===== config.mk =====
export PLATFORM = sky130hd
export DESIGN_NAME = input_sync_debounce
export DESIGN_NICKNAME = d
export VERILOG_FILES = /design/src/rtl/input_sync_debounce.sv
export SDC_FILE = /design/constraint.sdc
export NUM_CORES = 1
export LEC_CHECK = 0
export BUFFER_PORTS_ARGS = -buffer_cell sky130_fd_sc_hd__buf_2
export CORE_MARGIN = 2
export CORE_UTILIZATION = 55
export CTS_CLUSTER_DIAMETER = 40
export CTS_CLUSTER_SIZE = 16
export DETAILED_ROUTE_END_ITERATION = 8
export PLACE_DENSITY_LB_ADDON = 0.15
export RECOVER_POWER = 25
export SKIP_CTS_REPAIR_TIMING = 1
export SYNTH_ARGS = -nofsm -noshare
export SYNTH_HDL_FRONTEND = slang
export SYNTH_SLANG_ARGS = --single-unit

===== constraint.sdc =====
create_clock -name i_clk -period 2.7 [get_ports i_clk]
set_clock_uncertainty 0.1 [all_clocks]
set_input_delay 0.54 -clock i_clk [delete_from_list [all_inputs] [get_ports i_clk]]
set_output_delay 0.54 -clock i_clk [all_outputs]
set_load 0.02 [all_outputs]

===== src/rtl/input_sync_debounce.sv =====
// Multi-channel input front end: metastability synchroniser, counter debounce,
// registered rise/fall pulses and a toggle latch per channel.
module input_sync_debounce #(
  parameter int                     CHANNELS        = 4,
  parameter int                     SYNC_STAGES     = 2,
  parameter int                     DEBOUNCE_CYCLES = 500000,
  parameter logic [CHANNELS-1:0]    RESET_LEVEL     = '0
) (
  input  logic                i_clk,
  input  logic                rst,
  input  logic [CHANNELS-1:0] i_async,
  output logic [CHANNELS-1:0] o_level,
  output logic [CHANNELS-1:0] o_rise,
  output logic [CHANNELS-1:0] o_fall,
  output logic [CHANNELS-1:0] o_toggle,
  output logic                o_any_event
);

  localparam int CNT_W = $clog2(DEBOUNCE_CYCLES + 1);
  localparam logic [CNT_W-1:0] CNT_LAST = CNT_W'(DEBOUNCE_CYCLES - 1);

  logic [SYNC_STAGES-1:0][CHANNELS-1:0] sync_q;
  logic [CHANNELS-1:0]                  s;
  logic [CNT_W-1:0]                     cnt   [CHANNELS];
  logic [CNT_W-1:0]                     cnt_d [CHANNELS];
  logic [CHANNELS-1:0]                  level_d;
  logic [CHANNELS-1:0]                  rise_d;
  logic [CHANNELS-1:0]                  fall_d;
  logic [CHANNELS-1:0]                  toggle_d;

  // Plain flop chain; no logic between stages so each stage can resolve.
  always_ff @(posedge i_clk or negedge rst) begin
    if (!rst) begin
      sync_q <= {SYNC_STAGES{RESET_LEVEL}};
    end else begin
      sync_q[0] <= i_async;
      for (int k = 1; k < SYNC_STAGES; k++) begin
        sync_q[k] <= sync_q[k-1];
      end
    end
  end

  assign s = sync_q[SYNC_STAGES-1];

  // Any cycle where the input agrees with the accepted level restarts the count,
  // so only an unbroken run of DEBOUNCE_CYCLES mismatches is accepted.
  always_comb begin
    level_d  = o_level;
    rise_d   = '0;
    fall_d   = '0;
    toggle_d = o_toggle;
    cnt_d    = cnt;
    for (int i = 0; i < CHANNELS; i++) begin
      if (s[i] == o_level[i]) begin
        cnt_d[i] = '0;
      end else if (cnt[i] == CNT_LAST) begin
        cnt_d[i]   = '0;
        level_d[i] = s[i];
        rise_d[i]  = s[i];
        fall_d[i]  = ~s[i];
        if (s[i]) begin
          toggle_d[i] = ~o_toggle[i];
        end
      end else begin
        cnt_d[i] = cnt[i] + 1'b1;
      end
    end
  end

  always_ff @(posedge i_clk or negedge rst) begin
    if (!rst) begin
      for (int i = 0; i < CHANNELS; i++) begin
        cnt[i] <= '0;
      end
      o_level     <= RESET_LEVEL;
      o_toggle    <= RESET_LEVEL;
      o_rise      <= '0;
      o_fall      <= '0;
      o_any_event <= 1'b0;
    end else begin
      for (int i = 0; i < CHANNELS; i++) begin
        cnt[i] <= cnt_d[i];
      end
      o_level     <= level_d;
      o_toggle    <= toggle_d;
      o_rise      <= rise_d;
      o_fall      <= fall_d;
      o_any_event <= |(rise_d | fall_d);
    end
  end

endmodule


After elaboration in Yosys (flattened, before gate mapping)
Index checks and enable logic that the tools add are counted.

storage, ports and cells
  register bits = 101
  latch bits = 0
  memory bits (writable) = 0
  memory bits (read-only) = 0
  output and inout port bits = 17
  word-level logic and storage cells = 75
  memories kept = 0

cells by class
  add/sub/neg operators = 4
  $mul = 0
  divide/modulo/power cells = 0
  magnitude comparators = 0
  eq/ne operators = 8
  shifts and indexed selects = 0
  mux-type cells = 24
  bitwise operators = 13
  reductions and logical operators = 9

operators by type and width
  operator                                       number
  2-to-1 mux 19 bit                              8
  adder 19 x 1 -> 19 bit, second input constant  4
  == test 19 bit, second input constant          4
  2-to-1 mux 1 bit                               16
  inverter 1 bit                                 12
  AND reduction 3 bit                            4
  AND reduction 2 bit                            4
  == test 1 bit                                  4
  OR 4 bit                                       1
  OR reduction 4 bit                             1

Longest topological paths before layout
  word-level depth = 5
  mapped depth = 7
  gate-level depth less buffers = 5

Worst setup path before layout
OpenSTA, ideal clock, no wires.

  path kind = register to register
  start = register cnt[57] (netlist bit)
  end = register o_level[0]
  arrival = 1.709 ns
  required time = 2.472 ns
  slack = 0.763 ns
  stages on the path, launching flop included = 7
  cells stage by stage = dfrtp_1 > ha_1 > and4_1 > clkbuf_1 > nand2_1 > or3_1 > mux2_1

between the ends
  cells in the longest elaborated chain, start to end = 2

ends and longest elaborated chain
  element                               line  source
  start, declared                       24    logic [CNT_W-1:0] cnt [CHANNELS];
  start signal, assigned by index       82    cnt[i] <= cnt_d[i];
  == test 19 bit                        56    end else if (cnt[i] == CNT_LAST) begin
  AND reduction 2 bit (no source line)  -
  end signal, assigned                  84    o_level <= level_d;
  end, declared                         12    output logic [CHANNELS-1:0] o_level,

Every way passes these cells.
A chain may end at the register's enable or synchronous reset.

==> out/qor.csv <==
metric;value;unit
antenna_found_initial;0;
post-route-period-util;78.7;%
drt-pass1-iter-count;4;
syn_area_per_cell;10.1;sq um
drt-initial-drc-count;117;
crit_type;register to register;
die_w;98.2;um
die_area;0.00964;sq mm
rows;34;
drv_cap;0;
setup_ws;575;ps
ys.flop_type;dfrtp_1;
grt_pass1_vias;3341;
fin_util;60.6;%
synth_edf_count;0;
maxSlewViolCount;0;
clkLatencyLatePin;350;ps
grt.overflow.total;0;
hold_path.class;input port to register;
crit_path_start_kind;register;
cts_tree;done;
setup_tns;0;ps
root_buffer;clkbuf_8;
area_growth;7.75;%
grt_start_max_net_pins;54;
clock_path_buffers;2;
clock.fmax;471;MHz
setup_viol;0;
period_minus_slack;2120;ps
critPathArrivalTime;2240;ps
routed-via-count;3548;
end_kind;register;
worst_hold_slack;186;ps
die_h;98.2;um
async_flop_share;100;%
power_density;481;mW/mm^2
cp_num_buf_inv;0;
syn-num-nets;499;
drive_gt1_share;9.78;%
rsz0062_at_grt;false;
status;finished, final reports clean;
ff_latch_area;0.00253;sq mm
cts-htree-levels;3;
multi_input_comb_area;0.00220;sq mm
final_antenna_net_count;0;
worstMarginPinSlew;734;ps
cts_made_buffers;9;
synth_area_leaders;dfrtp_1 (52%), xnor2_1 (6.5%), nor2_1 (6.0%);
critPathTopFamily;simple AND/OR/NAND/NOR gates;
wire_per_inst;14.3;um
gp_congestion;0.872;
max_slew_margin;51.1;%
synth_cells;485;
nFillCells;749;
slowest_delay;690;ps
drc_errors;0;
syn-cell-area;0.00488;sq mm
grt_pass1_wl;15400;um
worstPathRequired;2810;ps
crit_path_max_fanout;18;
reg2reg_slack;580;ps
ys_types;44;
yosysWarnings;0;
yosysMostFrequentCell;dfrtp_1;
nNetsFinal;521;
yosysTopAreaCell;dfrtp_1;
crit_slowest_cell;o31ai_4;
vdd_ir_drop_max;229;uV
clkSlewWorstSetupHoldPaths;90;ps
drt-total-wl;8830;um
hold_viol_final;0;
synth_seq_area_share;51.8;%
yosys-top-cells-count;dfrtp_1 (101), nor2_1 (78), xnor2_1 (36);
cp_cell_sequence;nand2b_1 > or4_4 > o31ai_4 > nor2_1;
io_buffers;22;
synth_top_area_share;51.8;%
core_area;0.00868;sq mm
leakagePower;0.00218;uW
place_ws;571;ps
grtUsageTotal;19.5;%
dp_hpwl;6110;um
clock-sinks;101;
ys_seq_elements;101;
fin_area;0.00526;sq mm
diodes;0;
vias_per_cell;5.73;
start_util;56.2;%
ioPinCount;23;
place_area;0.00508;sq mm
cell type report:
cell class | count | share of cell area, %
clock buffers | 14 | 3.28
flip-flops and latches | 101 | 48.1
inverters | 16 | 1.14
well taps | 108 | 2.57
multi-input cells | 351 | 41.8
repair buffers | 28 | 2.98
clock inverters | 1 | 0.0952
routing by layer:
metal | vias to the layer above | global-route usage (%) | share of wire, %
met2 | 75 | 30.0 | 45
met1 | 1708 | 28.0 | 50
li1 | 1752 | - | -
met3 | 13 | 3.36 | 3.6
met5 | - | 0 | 0
met4 | 0 | 7.06 | 1.4
report_power, final:
group / switching, uW / internal, uW / leakage, uW
logic: 64.8 / 27.9 / 0.000700
clock network: 477 / 406 / 0.0000926
registers: 21.9 / 1530 / 0.00138
sequential cells by signal, indices dropped and copies added (netlist names):
name / cells
o_rise: 4
cnt: 76
o_any_event: 1
sync_q: 4
o_fall: 4
s: 4
o_level: 4
o_toggle: 4
cells in the final DEF (no fill, tap or decap), types with 10 or more instances in the layout:
cell type,n
nor4_1,24
nand3_1,32
nand2_1,26
nor3_1,11
a21oi_1,11
xor2_1,24
nor2_1,78
or3_1,10
clkbuf_8,12
nand4_1,26
xnor2_1,36
dfrtp_1,101
and4_1,10
buf_2,21
inv_1,16
per-stage QoR:
step,cells,power (uW)
6_report,619,2530
5_1_grt,619,2640
4_1_cts,618,2570
3_5_place_dp,603,1680
3_3_place_gp,603,1680
2_1_floorplan,485,1630
kinds of logic (layout without fill, tap and decap cells):
| kind of cell | after synthesis | in the layout | synth area share, % |
|---|---|---|---|
| adder cells (fa/ha/maj) | 8 | 8 | 2.05 |
| buffers and inverters | 33 | 59 | 3.10 |
| flip-flops | 101 | 101 | 51.8 |
| XOR/XNOR | 60 | 60 | 10.8 |
| AND/OR/NAND/NOR | 251 | 251 | 27.5 |
| multiplexers | 6 | 6 | 1.33 |
| AO/OA/AOI/OAI | 26 | 26 | 3.46 |
path summary, 6_finish.rpt:
check / endpoint / startpoint / cells past startpoint
hold / removal: sync_q[3] / i_async[3] / 1
max in group asynchronous: cnt[39] / rst / 3
setup / recovery: cnt[8] / cnt[11] / 4
hold reg to reg: s[0] / sync_q[0] / 0
min in group asynchronous: cnt[72] / rst / 2
setup reg to reg: cnt[8] / cnt[11] / 4
Power figures use the tool's default switching activity.
